`src/rtl/layer2_pkg.sv`:
```
// Shared types for the layer-2 weight fetch path: ROM geometry, beat payload and FSM states.
package layer2_pkg;

  localparam int unsigned L2_NUM_BANKS        = 16;
  localparam int unsigned L2_WEIGHTS_PER_BANK = 150;
  localparam int unsigned L2_BANK_W           = 4;
  localparam int unsigned L2_ADDR_W           = 8;
  localparam int unsigned L2_WEIGHT_W         = 8;

  typedef logic signed [L2_WEIGHT_W-1:0] weight_t;
  typedef logic [L2_BANK_W-1:0]          bank_id_t;
  typedef logic [L2_ADDR_W-1:0]          waddr_t;

  typedef struct packed {
    weight_t  data;
    bank_id_t bank;
    waddr_t   idx;
    logic     last;
  } weight_beat_t;

  typedef enum logic [1:0] {
    IDLE  = 2'd0,
    FETCH = 2'd1,
    DRAIN = 2'd2,
    DONE  = 2'd3
  } fetch_state_t;

endpackage

```
`src/rtl/weight_beat_fifo.sv`:
```
// Small synchronous FIFO of weight beats; simultaneous push and pop is legal even when full.
module weight_beat_fifo
  import layer2_pkg::*;
#(
  parameter int unsigned DEPTH = 4
) (
  input  logic                         clk,
  input  logic                         rst_n,
  input  logic                         push,
  input  weight_beat_t                 push_data,
  input  logic                         pop,
  output weight_beat_t                 pop_data,
  output logic [$clog2(DEPTH+1)-1:0]   count,
  output logic                         empty,
  output logic                         full
);

  localparam int unsigned CNT_W = $clog2(DEPTH + 1);
  localparam int unsigned PTR_W = (DEPTH > 1) ? $clog2(DEPTH) : 1;
  localparam logic [PTR_W-1:0] LAST_PTR = PTR_W'(DEPTH - 1);

  weight_beat_t     mem [DEPTH];
  logic [PTR_W-1:0] wr_ptr;
  logic [PTR_W-1:0] rd_ptr;
  logic             do_push;
  logic             do_pop;

  assign empty    = (count == '0);
  assign full     = (count == CNT_W'(DEPTH));
  assign do_pop   = pop && !empty;
  assign do_push  = push && (!full || do_pop);
  assign pop_data = mem[rd_ptr];

  always_ff @(posedge clk) begin
    if (!rst_n) begin
      for (int unsigned i = 0; i < DEPTH; i++) begin
        mem[i] <= '0;
      end
      wr_ptr <= '0;
      rd_ptr <= '0;
      count  <= '0;
    end else begin
      if (do_push) begin
        mem[wr_ptr] <= push_data;
        wr_ptr      <= (wr_ptr == LAST_PTR) ? '0 : wr_ptr + PTR_W'(1);
      end
      if (do_pop) begin
        rd_ptr <= (rd_ptr == LAST_PTR) ? '0 : rd_ptr + PTR_W'(1);
      end
      if (do_push && !do_pop) begin
        count <= count + CNT_W'(1);
      end else if (!do_push && do_pop) begin
        count <= count - CNT_W'(1);
      end
    end
  end

endmodule

```
`src/rtl/layer2_weight_fetcher.sv`:
```
// Walks ROM banks ch_lo..ch_hi, absorbs the 1-cycle ROM latency and streams weights
// through a credit-guarded FIFO so no ROM word is dropped under backpressure.
module layer2_weight_fetcher
  import layer2_pkg::*;
#(
  parameter int unsigned NUM_BANKS        = L2_NUM_BANKS,
  parameter int unsigned WEIGHTS_PER_BANK = L2_WEIGHTS_PER_BANK,
  parameter int unsigned FIFO_DEPTH       = 4
) (
  input  logic              clk,
  input  logic              rst_n,
  input  logic              start,
  input  logic [3:0]        ch_lo,
  input  logic [3:0]        ch_hi,
  output logic [3:0]        rom_bank_id,
  output logic [7:0]        rom_addr,
  input  logic signed [7:0] rom_weight,
  output logic              w_valid,
  input  logic              w_ready,
  output logic signed [7:0] w_data,
  output logic [3:0]        w_bank,
  output logic [7:0]        w_idx,
  output logic              w_last,
  output logic              busy,
  output logic              done
);

  localparam int unsigned CNT_W     = $clog2(FIFO_DEPTH + 1);
  localparam waddr_t      LAST_ADDR = waddr_t'(WEIGHTS_PER_BANK - 1);
  localparam bank_id_t    LAST_BANK = bank_id_t'(NUM_BANKS - 1);

  fetch_state_t     state_q;
  fetch_state_t     state_d;
  bank_id_t         bank_q;
  bank_id_t         hi_q;
  waddr_t           addr_q;
  bank_id_t         tag_bank_q;
  waddr_t           tag_idx_q;
  logic             tag_last_q;
  logic             inflight_q;
  logic             busy_q;
  logic             done_q;

  logic             issue_c;
  logic             load_c;
  logic             last_rd_c;
  logic             credit_c;
  logic             drain_exit_c;
  logic             pop_c;

  weight_beat_t     push_beat;
  weight_beat_t     head;
  logic [CNT_W-1:0] fifo_count;
  logic             fifo_empty;
  logic             fifo_full;

  assign pop_c     = !fifo_empty && w_ready;
  assign last_rd_c = (bank_q == hi_q) && (addr_q == LAST_ADDR);
  // A read may only go out if the FIFO can still hold it alongside the one already in flight.
  assign credit_c  = !fifo_full &&
                     ((32'(fifo_count) + 32'(inflight_q)) < FIFO_DEPTH);
  // Look ahead by one pop so done follows the final handshake directly.
  assign drain_exit_c = !inflight_q &&
                        ((fifo_count == '0) || ((fifo_count == CNT_W'(1)) && pop_c));

  always_ff @(posedge clk) begin
    if (!rst_n) begin
      state_q <= IDLE;
    end else begin
      state_q <= state_d;
    end
  end

  always_comb begin
    state_d = state_q;
    issue_c = 1'b0;
    load_c  = 1'b0;
    case (state_q)
      IDLE: begin
        if (start) begin
          if (ch_lo <= ch_hi) begin
            state_d = FETCH;
            load_c  = 1'b1;
          end else begin
            state_d = DONE;
          end
        end
      end
      FETCH: begin
        issue_c = credit_c;
        if (credit_c && last_rd_c) begin
          state_d = DRAIN;
        end
      end
      DRAIN: begin
        if (drain_exit_c) begin
          state_d = DONE;
        end
      end
      DONE: begin
        state_d = IDLE;
      end
      default: begin
        state_d = IDLE;
      end
    endcase
  end

  // Address counters, read tag pipeline and status flags.
  always_ff @(posedge clk) begin
    if (!rst_n) begin
      bank_q     <= '0;
      addr_q     <= '0;
      hi_q       <= '0;
      tag_bank_q <= '0;
      tag_idx_q  <= '0;
      tag_last_q <= 1'b0;
      inflight_q <= 1'b0;
      busy_q     <= 1'b0;
      done_q     <= 1'b0;
    end else begin
      inflight_q <= issue_c;
      busy_q     <= (state_d != IDLE);
      done_q     <= (state_d == DONE);
      if (load_c) begin
        bank_q <= ch_lo;
        addr_q <= '0;
        hi_q   <= ch_hi;
      end else if (issue_c && !last_rd_c) begin
        if (addr_q == LAST_ADDR) begin
          addr_q <= '0;
          bank_q <= (bank_q == LAST_BANK) ? '0 : bank_q + bank_id_t'(1);
        end else begin
          addr_q <= addr_q + waddr_t'(1);
        end
      end
      if (issue_c) begin
        tag_bank_q <= bank_q;
        tag_idx_q  <= addr_q;
        tag_last_q <= (addr_q == LAST_ADDR);
      end
    end
  end

  always_comb begin
    push_beat      = '0;
    push_beat.data = rom_weight;
    push_beat.bank = tag_bank_q;
    push_beat.idx  = tag_idx_q;
    push_beat.last = tag_last_q;
  end

  weight_beat_fifo #(
    .DEPTH (FIFO_DEPTH)
  ) u_fifo (
    .clk       (clk),
    .rst_n     (rst_n),
    .push      (inflight_q),
    .push_data (push_beat),
    .pop       (pop_c),
    .pop_data  (head),
    .count     (fifo_count),
    .empty     (fifo_empty),
    .full      (fifo_full)
  );

  assign rom_bank_id = bank_q;
  assign rom_addr    = addr_q;
  assign w_valid     = !fifo_empty;
  assign w_data      = head.data;
  assign w_bank      = head.bank;
  assign w_idx       = head.idx;
  assign w_last      = head.last;
  assign busy        = busy_q;
  assign done        = done_q;

endmodule

```
`config.mk`:
```
export PLATFORM = sky130hd
export DESIGN_NAME = layer2_weight_fetcher
export DESIGN_NICKNAME = d
export VERILOG_FILES = /design/src/rtl/layer2_pkg.sv /design/src/rtl/weight_beat_fifo.sv /design/src/rtl/layer2_weight_fetcher.sv
export SDC_FILE = /design/constraint.sdc
export NUM_CORES = 1
export LEC_CHECK = 0
export ABC_CLOCK_PERIOD_IN_PS = 3980
export CORE_UTILIZATION = 59
export CTS_BUF_LIST = sky130_fd_sc_hd__clkbuf_4 sky130_fd_sc_hd__clkbuf_8
export DETAILED_ROUTE_END_ITERATION = 8
export PLACE_DENSITY = 0.92
export SLEW_MARGIN = 20
export SYNTH_ARGS = -nofsm -noshare
export SYNTH_HDL_FRONTEND = slang
export SYNTH_SLANG_ARGS = --single-unit
export TNS_END_PERCENT = 30
```
`constraint.sdc`:
```
create_clock -name clk -period 3.98 [get_ports clk]
set_input_delay 0.796 -clock clk [delete_from_list [all_inputs] [get_ports clk]]
set_output_delay 0.796 -clock clk [all_outputs]
set_load 0.01 [all_outputs]
```
==> After elaboration in Yosys (flattened, before gate mapping) <==
Memory sizes are Yosys's and may differ from the RTL's. A register that Yosys moved wholly into a read port is not among the register bits.
Cells that the tools add are included.
W data, S select, Z words.
{ "word_totals": {"ff_bits": 41, "latch_bits": 0, "ramBits": 84, "mem_bits_ro": 0, "input_bits": 20, "out_inout_bits": 36, "wordCells": 90, "n_memories": 1} }
{ "op_classes": {"addsub": 7, "mul": 0, "div_mod_pow": 0, "magnitude_cmp": 2, "eq_ne": 11, "shifts": 0, "muxes": 27, "bitwise_logic": 1, "n_reduce_logical": 28} }
{ "mem_list": {"columns": ["name", "words", "width", "read_ports", "rd_clocked_by_memory_dff", "wr", "line", "source"], "rows": [
  ["u_fifo.mem", 4, 21, 1, 1, 4, "weight_beat_fifo.sv:22", "weight_beat_t mem [DEPTH];"]
]} }
{ "op_table": {"columns": ["operator", "count"], "rows": [
  ["$mux W21", 1],
  ["$reduce_or A21 Y1", 1],
  ["$mux W2", 9],
  ["$mux W4", 4],
  ["$logic_and A1 B1 Y1", 11],
  ["$eq A2 B2 Y1 const B", 5],
  ["$mux W1", 9],
  ["$add A8 B1 Y8 const B", 1],
  ["$eq A8 B8 Y1 const B", 1],
  ["$mux W8", 1],
  ["$pmux W2 S4", 1],
  ["$reduce_bool A2 Y1", 4],
  ["$logic_not A1 Y1", 6],
  ["$mux W3", 2],
  ["$add A2 B1 Y2 const B", 2],
  ["$add A3 B1 Y4", 1],
  ["$add A4 B1 Y4 const B", 1],
  ["$eq A4 B4 Y1", 1],
  ["$eq A4 B4 Y1 const B", 1],
  ["$le A4 B4 Y1", 1],
  ["$lt A4 B3 Y1 const B", 1],
  ["$add A3 B1 Y3 const B", 1],
  ["$eq A3 B1 Y1 const B", 1],
  ["$eq A3 B3 Y1 const B", 1],
  ["other kinds (8)", 9]
]} }

==> Depth between registers and ports, before layout <==
Gate-level depths: netlist (run 1).
{ "depth": {"depth_word": 11, "ltp_mapped": 11, "ltp_nobuf": 10} }

==> Hierarchy <==
A second synthesis (run 1) with hierarchy kept.
{ "hier_totals": {"cells_unflattened": 453, "hier_area_um2": 5716.7} }
{ "modules_own_cells": {"columns": ["mod", "n_inst", "cells_per_inst", "area_per_inst_um2", "seq_area_each_um2"], "rows": [
  ["weight_beat_fifo", 1, 257, 4076.4, 2702.6],
  ["layer2_weight_fetcher", 1, 196, 1640.3, 680.7]
]} }

==> Worst setup path after synthesis (run 1) <==
OpenSTA, ideal clock, no wires.
{ "synth_path": {"path_type": "input-to-reg", "from": "in w_ready", "to": "mem u_fifo.mem[3][0] in the netlist's numbering (enable)", "setup_time_ns": 0.428, "arrival_time_ns": 2.528, "required_time_ns": 3.552, "setup_slack_ns": 1.024, "path_stages": 2, "n_path_buf": 0, "path_cell_list": "o21ai_0 o21ai_0"} }
{ "synth_lines": {"columns": ["element", "line", "source"], "rows": [
  ["start, declared", "layer2_weight_fetcher.sv:19", "input logic w_ready,"],
  ["end, declared", "weight_beat_fifo.sv:22", null]
]} }

==> reports/qor.csv, run 1 <==
metric,value,unit
outcome,completed,
Worst Reg2Reg Path Length in Cells,8,
Area after DPL,6380,um^2
largest net degree at the start of global routing,33,
postcts setup bufs,0,
TritonCTS clock tree,yes,
worst vdd ir,0.000251,V
Slowest Stage Delay on Critical Path,0.97,ns
WS Path Type,flip-flop to output port,
hold path start,hi_q[0],
vias,3796,
Critical Path AT,2.35,ns
Post-DRT Antenna Nets,0,
Worst-path clk slew,0.07,ns
vias per cell,5.81,
Yosys cell types,47,
Routed WL per cell,17.6,um
top cell type's share of synthesized area,44.3,%
Mapped Area,5690,um^2
syn_area_per_cell,12.7,um^2
hold_buf cts,0,
total track usage,24.8,%
Overflow after GRT,0,
Ys Warns,0,
RR Endpoint,u_fifo.mem[2][1],
DP HPWL,7350,um
DR pass1 iterations,5,
Synth Net Count,484,
Die W,100,um
Period minus WS final,3.15,ns
CP max FO,21,
Achievable Freq,0.318,GHz
"Buf+Inv Stages, Crit Path",1,
"EDFF count, synth",84,
hold endpoint,hi_q[0],
Iter 0 DRT Violations,192,
TritonCTS buffer count,17,
Power per Cell Area,482,nW/um^2
Worst Max-Slew Pin Slew,1.09,ns
Starting Density,61.3,%
final hold viol count,0,
HP Class,flip-flop to flip-flop,
post-synthesis async set-or-reset flop share,0,%
initial antenna violation count,0,
Synth top cells by count,"edfxtp_1, and2_1, dfxtp_1",
Worst Hold Depth,2,
GPL Wtd Cong,0.806,
Port Buffers,55,
Max clock buf depth,2,
# clock sinks,127,
most frequent cell after synthesis,edfxtp_1,
CP endpoint kind,output port,
setup TNS,0,ns
CP Cell Sequence,mux4_2 > clkdlybuf4s50_1,
flop2flop setup slack,1.18,ns
Mapped Cells,450,
top_reg_cell synth,edfxtp_1,
fin crit share,79.1,%
core box area,9280,um^2
Final #Nets,545,
clock skew,0.00872,ns
final wirelength,11500,um
largest cells by area after synthesis,"edfxtp_1, dfxtp_1, mux4_2, and2_1, ha_1",
post-route cell area,6710,um^2
filler cell count,605,
Skew-Pair Late Insertion Delay,0.43,ns
number of global-route vias before repair,3857,
crit-path leading delay family,flip-flops,
Max Cap Violations,0,
Worst slew margin,27.4,%
ant diodes,0,
Die ar.,10000,um^2
"Seq/Total Area, Yosys",59.4,%
"Slew Viols, Final",0,
Die H,100,um
leakage power,2.49,nW
"Slowest-stage cell, CP",dfxtp_1,
CTS root buffer,clkbuf_8,
worst reg2reg startpoint,u_fifo.count[0],
post_cts resized,0,
cell taking the most area after synthesis,edfxtp_1,
ratio of cells with drive above 1 in the final layout,13.2,%
# rows,35,
final setup vio count,0,
Multi-input gate area,2160,um^2
Reg area,3380,um^2
RSZ-0062 raised after global routing,false,
critical path data required time,3.18,ns
I/O Pins,56,
Yosys reg bits,127,
drt drc,0,
Worst Setup Start Kind,flip-flop,
Layout area overhead,17.8,%
first-pass GRT wire length,18500,um
htree depth,4,
routing by layer:
metal / vias up / global-route usage [%] / wire length [um]
li1: 1762 / - / -
met2: 139 / 43.7 / 6140
met3: 28 / 6.06 / 574
met4: 0 / 11.6 / 248
met5: - / 0 / 0
met1: 1867 / 28.3 / 4510
worst reg2reg max path: stages (launching register included):
cell and delay [ns]:
dfxtp_1 0.42, inv_1 0.10, ha_1 0.24, nand2_1 0.07, o21ai_0 0.19, inv_1 0.15
nand2_1 0.12, nor3b_1 0.30, nand2b_1 0.82
metrics by stage:
step                      hold WS, ns  utilization, %  std cells  worst slack (ns)  power (mW)
after detailed placement        0.479            68.7        621             0.637        2.32
after global routing            0.523            72.3        653             0.689        3.38
after CTS                       0.489            72.3        653             0.762        3.25
final                           0.492            72.3        653             0.831        3.24
after floorplan                 0.454               -        450              1.02        2.04
after global placement          0.470            68.7        621             0.813        2.29
cell usage in the layout, fill, tap and decap left out, types with 4 or more instances in the layout:
master / n
a21oi_1: 33
nand3_1: 8
dfxtp_1: 43
nand2_1: 38
nor2_1: 16
xor2_1: 7
o21ai_0: 12
and3_1: 22
clkinv_2: 4
and2_1: 64
clkbuf_8: 17
mux2i_1: 4
inv_1: 13
ha_1: 14
or3_1: 4
nor3_1: 4
clkinvlp_4: 6
edfxtp_1: 84
clkdlybuf4s50_1: 55
o31ai_1: 4
nand2b_1: 5
mux4_2: 21
buf_4: 9
power by group:
part | leakage (nW) | switching [mW] | total (mW) | internal, mW
Sequential | 1.22 | 0.0785 | 1.57 | 1.49
Combinational | 1.11 | 0.359 | 0.729 | 0.370
Clock | 0.155 | 0.515 | 0.937 | 0.422
Total | 2.49 | 0.953 | 3.24 | 2.28
cell type report:
class | instances | share of cell area (%)
clock inverter | 15 | 1.47
inverter | 14 | 0.783
sequential | 127 | 50.4
tap | 129 | 2.41
timing repair buffer | 64 | 9.21
clock buffer | 17 | 3.49
multi-input combinational | 287 | 32.2
worst max path at each step:
stage	to	startpoint	cells after the start	slack, ns
after floorplan	u_fifo.mem[3][0]	w_ready	2	1.02
after global placement	u_fifo.mem[0][7]	w_ready	6	0.81
after detailed placement	u_fifo.mem[0][7]	w_ready	6	0.64
after CTS	w_bank[3]	flip-flop	2	0.76
after global routing	w_bank[3]	flip-flop	2	0.69
final	w_bank[3]	flip-flop	2	0.83
cells by family after synthesis:
family                   after synthesis  share of synthesized area (%)
AO/OA/AOI/OAI                         60                           6.31
XOR/XNOR                              10                           1.54
adder cells (fa/ha/maj)               14                           3.08
buffers and inverters                 36                           2.68
flip-flops                           127                           59.4
multiplexers                          26                           9.21
AND/OR/NAND/NOR                      177                           17.8
sequential cells by signal, summed over array words and instances, names as in the netlist, 2 cells and up, named ones only:
register and flops:
u_fifo.rd_ptr 2, u_fifo.mem 84, u_fifo.count 3, rom_addr 8
hi_q 4, tag_idx_q 8, tag_bank_q 4, state_q 2
u_fifo.wr_ptr 2, rom_bank_id 4
(Power assumes the default switching activity.)
==> run 2, diff against run 1 <==
--- a/config.mk
+++ b/config.mk
@@ -5,11 +5,11 @@
 export SDC_FILE = /design/constraint.sdc
 export NUM_CORES = 1
 export LEC_CHECK = 0
-export ABC_CLOCK_PERIOD_IN_PS = 3980
-export CORE_UTILIZATION = 59
+export ABC_CLOCK_PERIOD_IN_PS = 2700
+export CORE_UTILIZATION = 53
 export CTS_BUF_LIST = sky130_fd_sc_hd__clkbuf_4 sky130_fd_sc_hd__clkbuf_8
 export DETAILED_ROUTE_END_ITERATION = 8
-export PLACE_DENSITY = 0.92
+export PLACE_DENSITY = 0.88
 export SLEW_MARGIN = 20
 export SYNTH_ARGS = -nofsm -noshare
 export SYNTH_HDL_FRONTEND = slang
==> constraint.sdc (replaced) <==
create_clock -name clk -period 2.7 [get_ports clk]
set_input_delay 0.54 -clock clk [delete_from_list [all_inputs] [get_ports clk]]
set_output_delay 0.54 -clock clk [all_outputs]
set_load 0.01 [all_outputs]
==> reports/qor.csv, run 2 (same netlist as run 1, synthesis figures left out) <==
metric,value,unit,change
drt drc,0,,unchanged
Worst-path clk slew,0.07,ns,about the same
Starting Density,54.9,%,was 61.3%
largest net degree at the start of global routing,33,,unchanged
DR pass1 iterations,5,,unchanged
Psw,1.46,mW,was 0.953 mW
DP HPWL,7470,um,was 7350 um
fin crit share,96.5,%,
total track usage,22.7,%,was 24.8%
TritonCTS clock tree,yes,,unchanged
Critical Path AT,2.07,ns,was 2.35 ns
Comb pwr share,22.6,%,was 22.5%
"most common cell after layout, fill and taps aside",edfxtp_1,,unchanged
Routed WL per cell,17.9,um,was 17.6 um
final setup vio count,0,,unchanged
TritonCTS buffer count,17,,unchanged
Port Buffers,55,,unchanged
ratio of cells with drive above 1 in the final layout,15.2,%,was 13.2%
Clk pwr share,33.0,%,was 29.0%
HP Class,flip-flop to flip-flop,,unchanged
Post-DRT Antenna Nets,0,,unchanged
Worst slew margin,67.0,%,was 27.4%
vias,3824,,"was 3,796"
Power per Cell Area,748,nW/um^2,was 482 nW/um^2
Final #Nets,555,,was 545
post_cts resized,0,,unchanged
postcts setup bufs,0,,unchanged
filler cell count,751,,was 605
WS Path Type,flip-flop to output port,,unchanged
Worst Setup Start Kind,flip-flop,,unchanged
ant diodes,0,,unchanged
number of global-route vias before repair,3830,,"was 3,857"
vias per cell,5.71,,was 5.81
Max clock buf depth,2,,unchanged
Multi-input gate area,2160,um^2,unchanged
number of flip-flops under the largest register name,84,,unchanged
Worst Max-Slew Pin Slew,0.491,ns,was 1.09 ns
# rows,37,,was 35
Die H,106,um,was 100 um
met3 GRT Util,5.63,%,was 6.06%
htree depth,4,,unchanged
met1 track demand over resource,26.8,%,was 28.3%
I/O Pins,56,,unchanged
initial antenna violation count,0,,unchanged
Layout area overhead,22.0,%,was 17.8%
switching power share of the total,28.1,%,was 29.4%
Internal Dissipation,3.74,mW,was 2.28 mW
routing usage on met2,39.4,%,was 43.7%
CP max FO,11,,was 21
Max Cap Violations,0,,unchanged
core box area,10400,um^2,was 9280 um^2
largest reg by FF count,u_fifo.mem,,unchanged
Achievable Freq,0.384,GHz,
GRT busiest layer,met2,,unchanged
hold_buf cts,0,,unchanged
critical path data required time,2.16,ns,was 3.18 ns
final wirelength,12000,um,"was 11,500 um"
worst hold slack,0.487,ns,was 0.492 ns
CTS root buffer,clkbuf_8,,unchanged
# clock sinks,127,,unchanged
Iter 0 DRT Violations,279,,was 192
Skew-Pair Late Insertion Delay,0.44,ns,was 0.43 ns
"Slew Viols, Final",0,,unchanged
RSZ-0062 raised after global routing,false,,unchanged
setup TNS,0,ns,unchanged
most frequent cells in the layout,"edfxtp_1, and2_1, clkdlybuf4s50_1, dfxtp_1, nand2_1",,unchanged
Die W,106,um,was 100 um
outcome,completed,,unchanged
final hold viol count,0,,unchanged
worst vdd ir,0.000347,V,was 0.000251 V
GPL Wtd Cong,0.868,,was 0.806
Overflow after GRT,0,,unchanged
Reg area,3380,um^2,about the same
part of the power in registers,44.4,%,was 48.5%
Period minus WS final,2.61,ns,
Die ar.,11200,um^2,"was 10,000 um^2"
first-pass GRT wire length,19000,um,"was 18,500 um"
CP endpoint kind,output port,,unchanged
leakage power,2.60,nW,was 2.49 nW
clock skew,0.0150,ns,was 0.00872 ns
==> run 2: worst paths after layout <==
path | start | cells after the start | slack (ns) | to
max | flip-flop | 3 | 0.09 | w_bank[0]
max reg2reg | u_fifo.count[0] | 9 | 0.66 | u_fifo.mem[1][0]
min reg2reg | tag_idx_q[2] | 2 | 0.49 | tag_idx_q[2]
min | tag_idx_q[2] | 2 | 0.49 | tag_idx_q[2]
==> run 2: layout make-up <==
type | count | share of cell area, %
clock inverters | 15 | 2.66
inverters | 14 | 0.756
repair buffers | 74 | 10.9
multi-input cells | 287 | 31.1
clock buffers | 17 | 3.37
flip-flops and latches | 127 | 48.7
well taps | 136 | 2.45
==> run 2: stage by stage <==
step / instances / util, % / area, um^2 / setup slack, ns / total power, mW
4_1_cts: 669 / 66.8 / 6920 / 0.0198 / 5.18
2_1_floorplan: 450 / - / 5690 / 0.310 / 3.01
3_3_place_gp: 637 / 62.7 / 6500 / 0.241 / 3.45
3_5_place_dp: 637 / 62.7 / 6500 / 0.0881 / 3.49
5_1_grt: 670 / 67.0 / 6950 / 0.0350 / 5.40
6_report: 670 / 67.0 / 6950 / 0.0944 / 5.20
==> run 2: critical path, cell delays in order (launching register included) <==
cell,delay (ns)
dfxtp_2,0.42
buf_12,0.18
mux4_2,0.53
clkdlybuf4s50_1,0.50
==> run 2: power by group through the flow <==
stage | logic (mW) | clock network, mW | registers [mW]
4_1_cts | 1.16 | 1.72 | 2.29
2_1_floorplan | 0.694 | 0 | 2.31
6_report | 1.17 | 1.72 | 2.31
3_3_place_gp | 1.13 | 0 | 2.32
3_5_place_dp | 1.16 | 0 | 2.34
5_1_grt | 1.27 | 1.81 | 2.32
==> run 2: routing by layer <==
| metal | up-vias | share of wire, % | wire, um |
|---|---|---|---|
| li1 | 1785 | - | - |
| met1 | 1876 | 40 | 4770 |
| met2 | 146 | 52 | 6270 |
| met3 | 17 | 6.2 | 740 |
| met4 | 0 | 1.6 | 189 |
| met5 | - | 0 | 0 |
